==> config.mk <==
export PLATFORM = sky130hd
export DESIGN_NAME = stage_sequencer
export DESIGN_NICKNAME = d
export VERILOG_FILES = /design/src/rtl/stage_sequencer.sv
export SDC_FILE = /design/constraint.sdc
export NUM_CORES = 1
export LEC_CHECK = 0
export ABC_CLOCK_PERIOD_IN_PS = 2600
export BUFFER_PORTS_ARGS = -buffer_cell sky130_fd_sc_hd__buf_2
export CAP_MARGIN = 20
export CORE_AREA = 3 3 79 81
export CTS_BUF_LIST = sky130_fd_sc_hd__clkbuf_16
export CTS_CLUSTER_SIZE = 8
export DETAILED_ROUTE_END_ITERATION = 10
export DIE_AREA = 0 0 82 84
export PLACE_DENSITY = 0.81
export SLEW_MARGIN = 20
export SYNTH_ARGS = -nofsm -noshare
export SYNTH_HDL_FRONTEND = slang
export SYNTH_SLANG_ARGS = --single-unit
==> constraint.sdc <==
create_clock -name i_clk_pix -period 2.6 [get_ports i_clk_pix]
set_clock_uncertainty 0.1 [all_clocks]
set_input_delay 0.26 -clock i_clk_pix [delete_from_list [all_inputs] [get_ports i_clk_pix]]
set_output_delay 0.26 -clock i_clk_pix [all_outputs]
set_load 0.02 [all_outputs]
==> src/rtl/stage_sequencer.sv <==
`default_nettype none
// ============================================================================
// Module      : stage_sequencer
// Description : Frame-level controller for the scrolling stage renderer:
//               game FSM, per-frame map scroll, BCD score, renderer start/reset.
// Revision    : 1.0 - initial release
// ============================================================================
module stage_sequencer #(
    parameter int               MAP_W        = 16,
    parameter logic [MAP_W-1:0] MAP_END      = 16'd4000,
    parameter int               SPEED_W      = 4,
    parameter int               SCORE_PERIOD = 30,
    parameter int               LOAD_TIMEOUT = 8
) (
    input  logic               i_clk_pix,
    input  logic               i_rst,
    input  logic               i_frame_start,
    input  logic               i_play,
    input  logic               i_pause,
    input  logic               i_collide,
    input  logic [SPEED_W-1:0] i_speed,
    input  logic               i_stage_ready,
    output logic               o_stage_start,
    output logic               o_stage_rst_n,
    output logic [MAP_W-1:0]   o_map_x,
    output logic [2:0]         o_state,
    output logic               o_win,
    output logic               o_load_err,
    output logic [15:0]        o_score
);

    typedef enum logic [2:0] {
        ST_IDLE  = 3'd0,
        ST_LOAD  = 3'd1,
        ST_RUN   = 3'd2,
        ST_PAUSE = 3'd3,
        ST_OVER  = 3'd4
    } state_t;

    localparam int FC_W = (SCORE_PERIOD > 1) ? $clog2(SCORE_PERIOD) : 1;
    localparam int LC_W = (LOAD_TIMEOUT > 1) ? $clog2(LOAD_TIMEOUT) : 1;
    localparam logic [FC_W-1:0] c_FC_LAST = FC_W'(SCORE_PERIOD - 1);
    localparam logic [LC_W-1:0] c_LC_LAST = LC_W'(LOAD_TIMEOUT - 1);

    state_t            r_state;
    logic [MAP_W-1:0]  r_map_x;
    logic [15:0]       r_score;
    logic [FC_W-1:0]   r_frame_cnt;
    logic [LC_W-1:0]   r_load_cnt;
    logic              r_win;
    logic              r_load_err;
    logic              r_stage_start;
    logic              r_stage_rst_n;

    logic [MAP_W:0]    w_next_x;
    logic              w_reach_end;
    logic [15:0]       w_score_inc;

    // Per-digit BCD increment; holds at the 4-digit maximum.
    function automatic logic [15:0] bcd_inc(input logic [15:0] v);
        logic [15:0] r;
        logic        carry;
        r     = v;
        carry = 1'b1;
        if (v != 16'h9999) begin
            for (int i = 0; i < 4; i++) begin
                if (carry) begin
                    if (v[4*i +: 4] == 4'd9) begin
                        r[4*i +: 4] = 4'd0;
                    end else begin
                        r[4*i +: 4] = v[4*i +: 4] + 4'd1;
                        carry       = 1'b0;
                    end
                end
            end
        end
        return r;
    endfunction

    // One extra bit so a step past the end of the map cannot wrap.
    assign w_next_x    = {1'b0, r_map_x} + {{(MAP_W + 1 - SPEED_W){1'b0}}, i_speed};
    assign w_reach_end = (w_next_x >= {1'b0, MAP_END});
    assign w_score_inc = bcd_inc(r_score);

    always_ff @(posedge i_clk_pix) begin
        if (i_rst) begin
            r_state       <= ST_IDLE;
            r_map_x       <= '0;
            r_score       <= '0;
            r_frame_cnt   <= '0;
            r_load_cnt    <= '0;
            r_win         <= 1'b0;
            r_load_err    <= 1'b0;
            r_stage_start <= 1'b0;
            r_stage_rst_n <= 1'b0;
        end else begin
            r_stage_start <= 1'b0;
            r_stage_rst_n <= 1'b1;
            case (r_state)
                ST_IDLE: begin
                    if (i_play) begin
                        r_state       <= ST_LOAD;
                        r_stage_start <= 1'b1;
                        r_load_err    <= 1'b0;
                        r_load_cnt    <= '0;
                    end
                end
                ST_LOAD: begin
                    // Ready is checked first so it wins over a coincident timeout.
                    if (i_stage_ready) begin
                        r_state <= ST_RUN;
                    end else if (i_frame_start) begin
                        if (r_load_cnt == c_LC_LAST) begin
                            r_state       <= ST_IDLE;
                            r_load_err    <= 1'b1;
                            r_stage_rst_n <= 1'b0;
                        end else begin
                            r_load_cnt <= r_load_cnt + LC_W'(1);
                        end
                    end
                end
                ST_RUN: begin
                    if (i_collide) begin
                        r_state <= ST_OVER;
                        r_win   <= 1'b0;
                    end else if (i_frame_start && w_reach_end) begin
                        r_state <= ST_OVER;
                        r_map_x <= MAP_END;
                        r_win   <= 1'b1;
                    end else if (i_pause) begin
                        r_state <= ST_PAUSE;
                    end else if (i_frame_start) begin
                        r_map_x <= w_next_x[MAP_W-1:0];
                    end

                    // Score cadence follows every frame that actually advanced the map.
                    if (!i_collide && i_frame_start && (w_reach_end || !i_pause)) begin
                        if (r_frame_cnt == c_FC_LAST) begin
                            r_frame_cnt <= '0;
                            r_score     <= w_score_inc;
                        end else begin
                            r_frame_cnt <= r_frame_cnt + FC_W'(1);
                        end
                    end
                end
                ST_PAUSE: begin
                    if (i_pause) begin
                        r_state <= ST_RUN;
                    end
                end
                ST_OVER: begin
                    if (i_play) begin
                        r_state       <= ST_IDLE;
                        r_map_x       <= '0;
                        r_score       <= '0;
                        r_frame_cnt   <= '0;
                        r_win         <= 1'b0;
                        r_stage_rst_n <= 1'b0;
                    end
                end
                default: begin
                    r_state <= ST_IDLE;
                end
            endcase
        end
    end

    assign o_stage_start = r_stage_start;
    assign o_stage_rst_n = r_stage_rst_n;
    assign o_map_x       = r_map_x;
    assign o_state       = r_state;
    assign o_win         = r_win;
    assign o_load_err    = r_load_err;
    assign o_score       = r_score;

endmodule
`default_nettype wire
==> results.tsv <==
metric	value	unit
R2R depth	9	
fin cells	499	
largest net degree at the start of global routing	24	
dominant synthesized flop cell	dfxtp_1	
area grow syn2layout	36.9	%
grt ovf	0	
R2R setup slack	-110	ps
FILL cells	420	
cell count after synthesis	335	
WHS Path Cells	3	
die width	82	um
Cell Area, Synth	0.00283	sq mm
Final Hold Fails	0	
vias in the first global route	2758	
Psw	375	uW
clk sinks	47	
Flop pwr share	49.0	%
Post-synth EDFFs	0	
outcome	complete, but fails checks	
Slew HR	68.7	%
Leakage	0.00156	uW
Hold/Removal Path Class	primary input to flip-flop	
setup TNS	-997	ps
DRC	0	
crit path max fanout	9	
Hold Path Sink	o_state[2]	
Clock H-tree levels	2	
WHS	212	ps
crit path launch type	flip-flop	
clk_lat worst skew	290	ps
WL per Instance	17.2	um
share of cells above drive strength 1	38.6	%
routed via count	3028	
Avg Inst Size Synth	8.46	sq um
CTS root buf	clkbuf_16	
Clk pwr share	40.6	%
initial antenna violation count	0	
sequential share of the synthesized area	33.2	%
Yosys cell types	66	
I/O Pins	50	
crit path time final	2710	ps
Max clock buf depth	2	
Starting Density	51.2	%
Worst R2R Start	o_map_x[1]	
worst slew pin tran	470	ps
First-pass DRT Iterations	5	
combinational share of power	10.3	%
maxcap violations	0	
post-route ant nets	0	
critical path required time	2680	ps
fin. max-slew vios	0	
Async SR Flop Fraction	0	%
f_max	0.369	GHz
Die Y	84	um
Setup crit end kind	flip-flop	
Placer Congestion	0.881	
failing checks	setup timing	
CTS tree	yes	
core area	0.00554	sq mm
period utilization	104	%
register area	951	sq um
via density per instance	6.07	
drt first-iter violations	165	
PnR worst setup slack	-111	ps
CTS buffer count	5	
RSZ-0062 raised after global routing	true	
IO Port Bufs	49	
DIE AREA	0.00689	sq mm
first-pass GRT wire length	12700	um
RR Endpoint	o_map_x[6]	
Final setup viols	22	
dpl cells	482	
Pwr per Cell Area	389	mW/mm^2
overall power	1510	uW
Final Util	70.0	%
Final HPWL DP	5370	um
row cnt	27	
routed wire length	8580	um
Multi-input gate area	0.00197	sq mm
internal power	1130	uW
crit path kind	flip-flop to flip-flop	
Clock Pin Slew Worst Setup and Hold Paths	60	ps
GRT Util Overall	23.0	%
hold_sp	i_play	
Ant. Diodes	0	
VDD IR max	0.000257	V
Syn Nets	363	
YS warnings	0	
layout net count	454	
critical path data arrival time	2790	ps
register bit count reported by yosys	47	
switch share	24.8	%
## logic make-up (layout without fill, tap and decap cells)
logic type      Yosys count  in the layout  synth area share, %
mux                       2              2                0.883
simple gates            138            138                 27.2
xor+xnor                  3              3                0.927
fa+ha+maj                17             17                 7.77
compound gates           96             96                 24.5
buf+inv                  32            124                 5.43
flops                    47             47                 33.2
## sequential cells by signal, indices dropped and copies added, names as in the netlist
signal and count:
o_state 3, o_stage_start 1, o_win 1, r_frame_cnt 5, o_stage_rst_n 1, o_load_err 1, o_map_x 16, o_score 16
r_load_cnt 3
## cells in the mapped netlist (2+ instances only)
cell	instances	area, sq um
a32o_1	4	40.0
o21ai_0	20	100
or4_1	7	52.6
nand3b_1	7	52.6
nor3_1	8	40.0
dfxtp_1	47	941
and2_1	4	25.0
o31ai_1	4	30.0
xnor2_1	3	26.3
o211ai_1	2	15.0
inv_1	16	60.1
nor4b_1	2	17.5
a211oi_1	4	30.0
a22oi_1	2	15.0
nand2b_1	3	18.8
o21ai_1	3	15.0
nand2_1	26	97.6
nor2b_1	3	18.8
clkbuf_1	8	30.0
a21o_1	2	15.0
a21oi_1	27	135
nand3_1	18	90.1
o2bb2ai_1	4	35.0
nand4_1	3	18.8
or3_1	6	37.5
o211ai_2	4	50.1
nor2_1	25	93.8
a32oi_1	2	17.5
and3_1	9	56.3
buf_6	4	45.0
or2_2	2	12.5
ha_1	16	200
buf_2	3	15.0
a221oi_2	2	30.0
nor4_1	4	25.0
## how the worst max path moves through the flow
| stage | depth (start not counted) | startpoint | endpoint |
|---|---|---|---|
| 2_1_floorplan | 10 | o_map_x[0] | o_score[10] |
| 3_3_place_gp | 10 | i_speed[3] | o_map_x[5] |
| 3_5_place_dp | 10 | i_speed[1] | o_score[6] |
| 4_1_cts | 10 | o_map_x[0] | o_score[6] |
| 5_1_grt | 10 | o_map_x[0] | r_frame_cnt[3] |
| 6_report | 9 | o_map_x[1] | o_map_x[6] |
## metrics by stage
step	worst slack [ps]	area [sq um]
after floorplan	-6.97	2910
after global placement	-86.9	3480
after detailed placement	-167	3480
after CTS	2.77	3690
after global routing	-180	3880
final	-111	3880
## power groups by stage
stage               registers [uW]  logic, uW  clock network (uW)
floorplan                      762       77.7                   0
global placement               754        130                   0
detailed placement             754        134                   0
CTS                            738        139                 619
global route                   740        168                 653
finish                         739        156                 613
## cell usage in the layout, fill, tap and decap left out, drive strengths merged, types with 9 or more instances in the layout
cell / count
nor2: 27
buf: 99
a21oi: 28
nand2: 26
and3: 9
o21ai: 24
nand3: 18
inv: 17
dfxtp: 47
nor3: 9
ha: 16
## per-layer routing
metal  vias to the layer above  global-route usage (%)  wire [um]
li1                       1425                       -          -
met1                      1439                    28.1       3560
met2                       127                    39.2       4290
met3                        37                    4.32        418
met4                         0                    8.61        311
met5                         -                       0          0
## cell type report
cell class | count | area share [%]
multi-input cells | 256 | 50.8
flip-flops and latches | 47 | 24.5
repair buffers | 100 | 17.3
clock buffers | 5 | 3.22
well taps | 72 | 2.32
inverters | 16 | 1.55
clock inverters | 3 | 0.290
## repair_timing
item,CTS,global route
pin swaps,6,13
setup endpoints to repair,23,36
buffers inserted,4,3
gates resized for setup,7,28
cloned,0,2
hold buffers,0,0
## worst max-delay path: stages (launching register included)
cell and delay, ps:
dfxtp_2 330, ha_1 310, a211oi_2 300, nor2_2 140
o32ai_4 370, nand4_4 200, o21ai_2 300, buf_4 240
nor4_1 80, a31o_2 230
(Power assumes the default switching activity.)
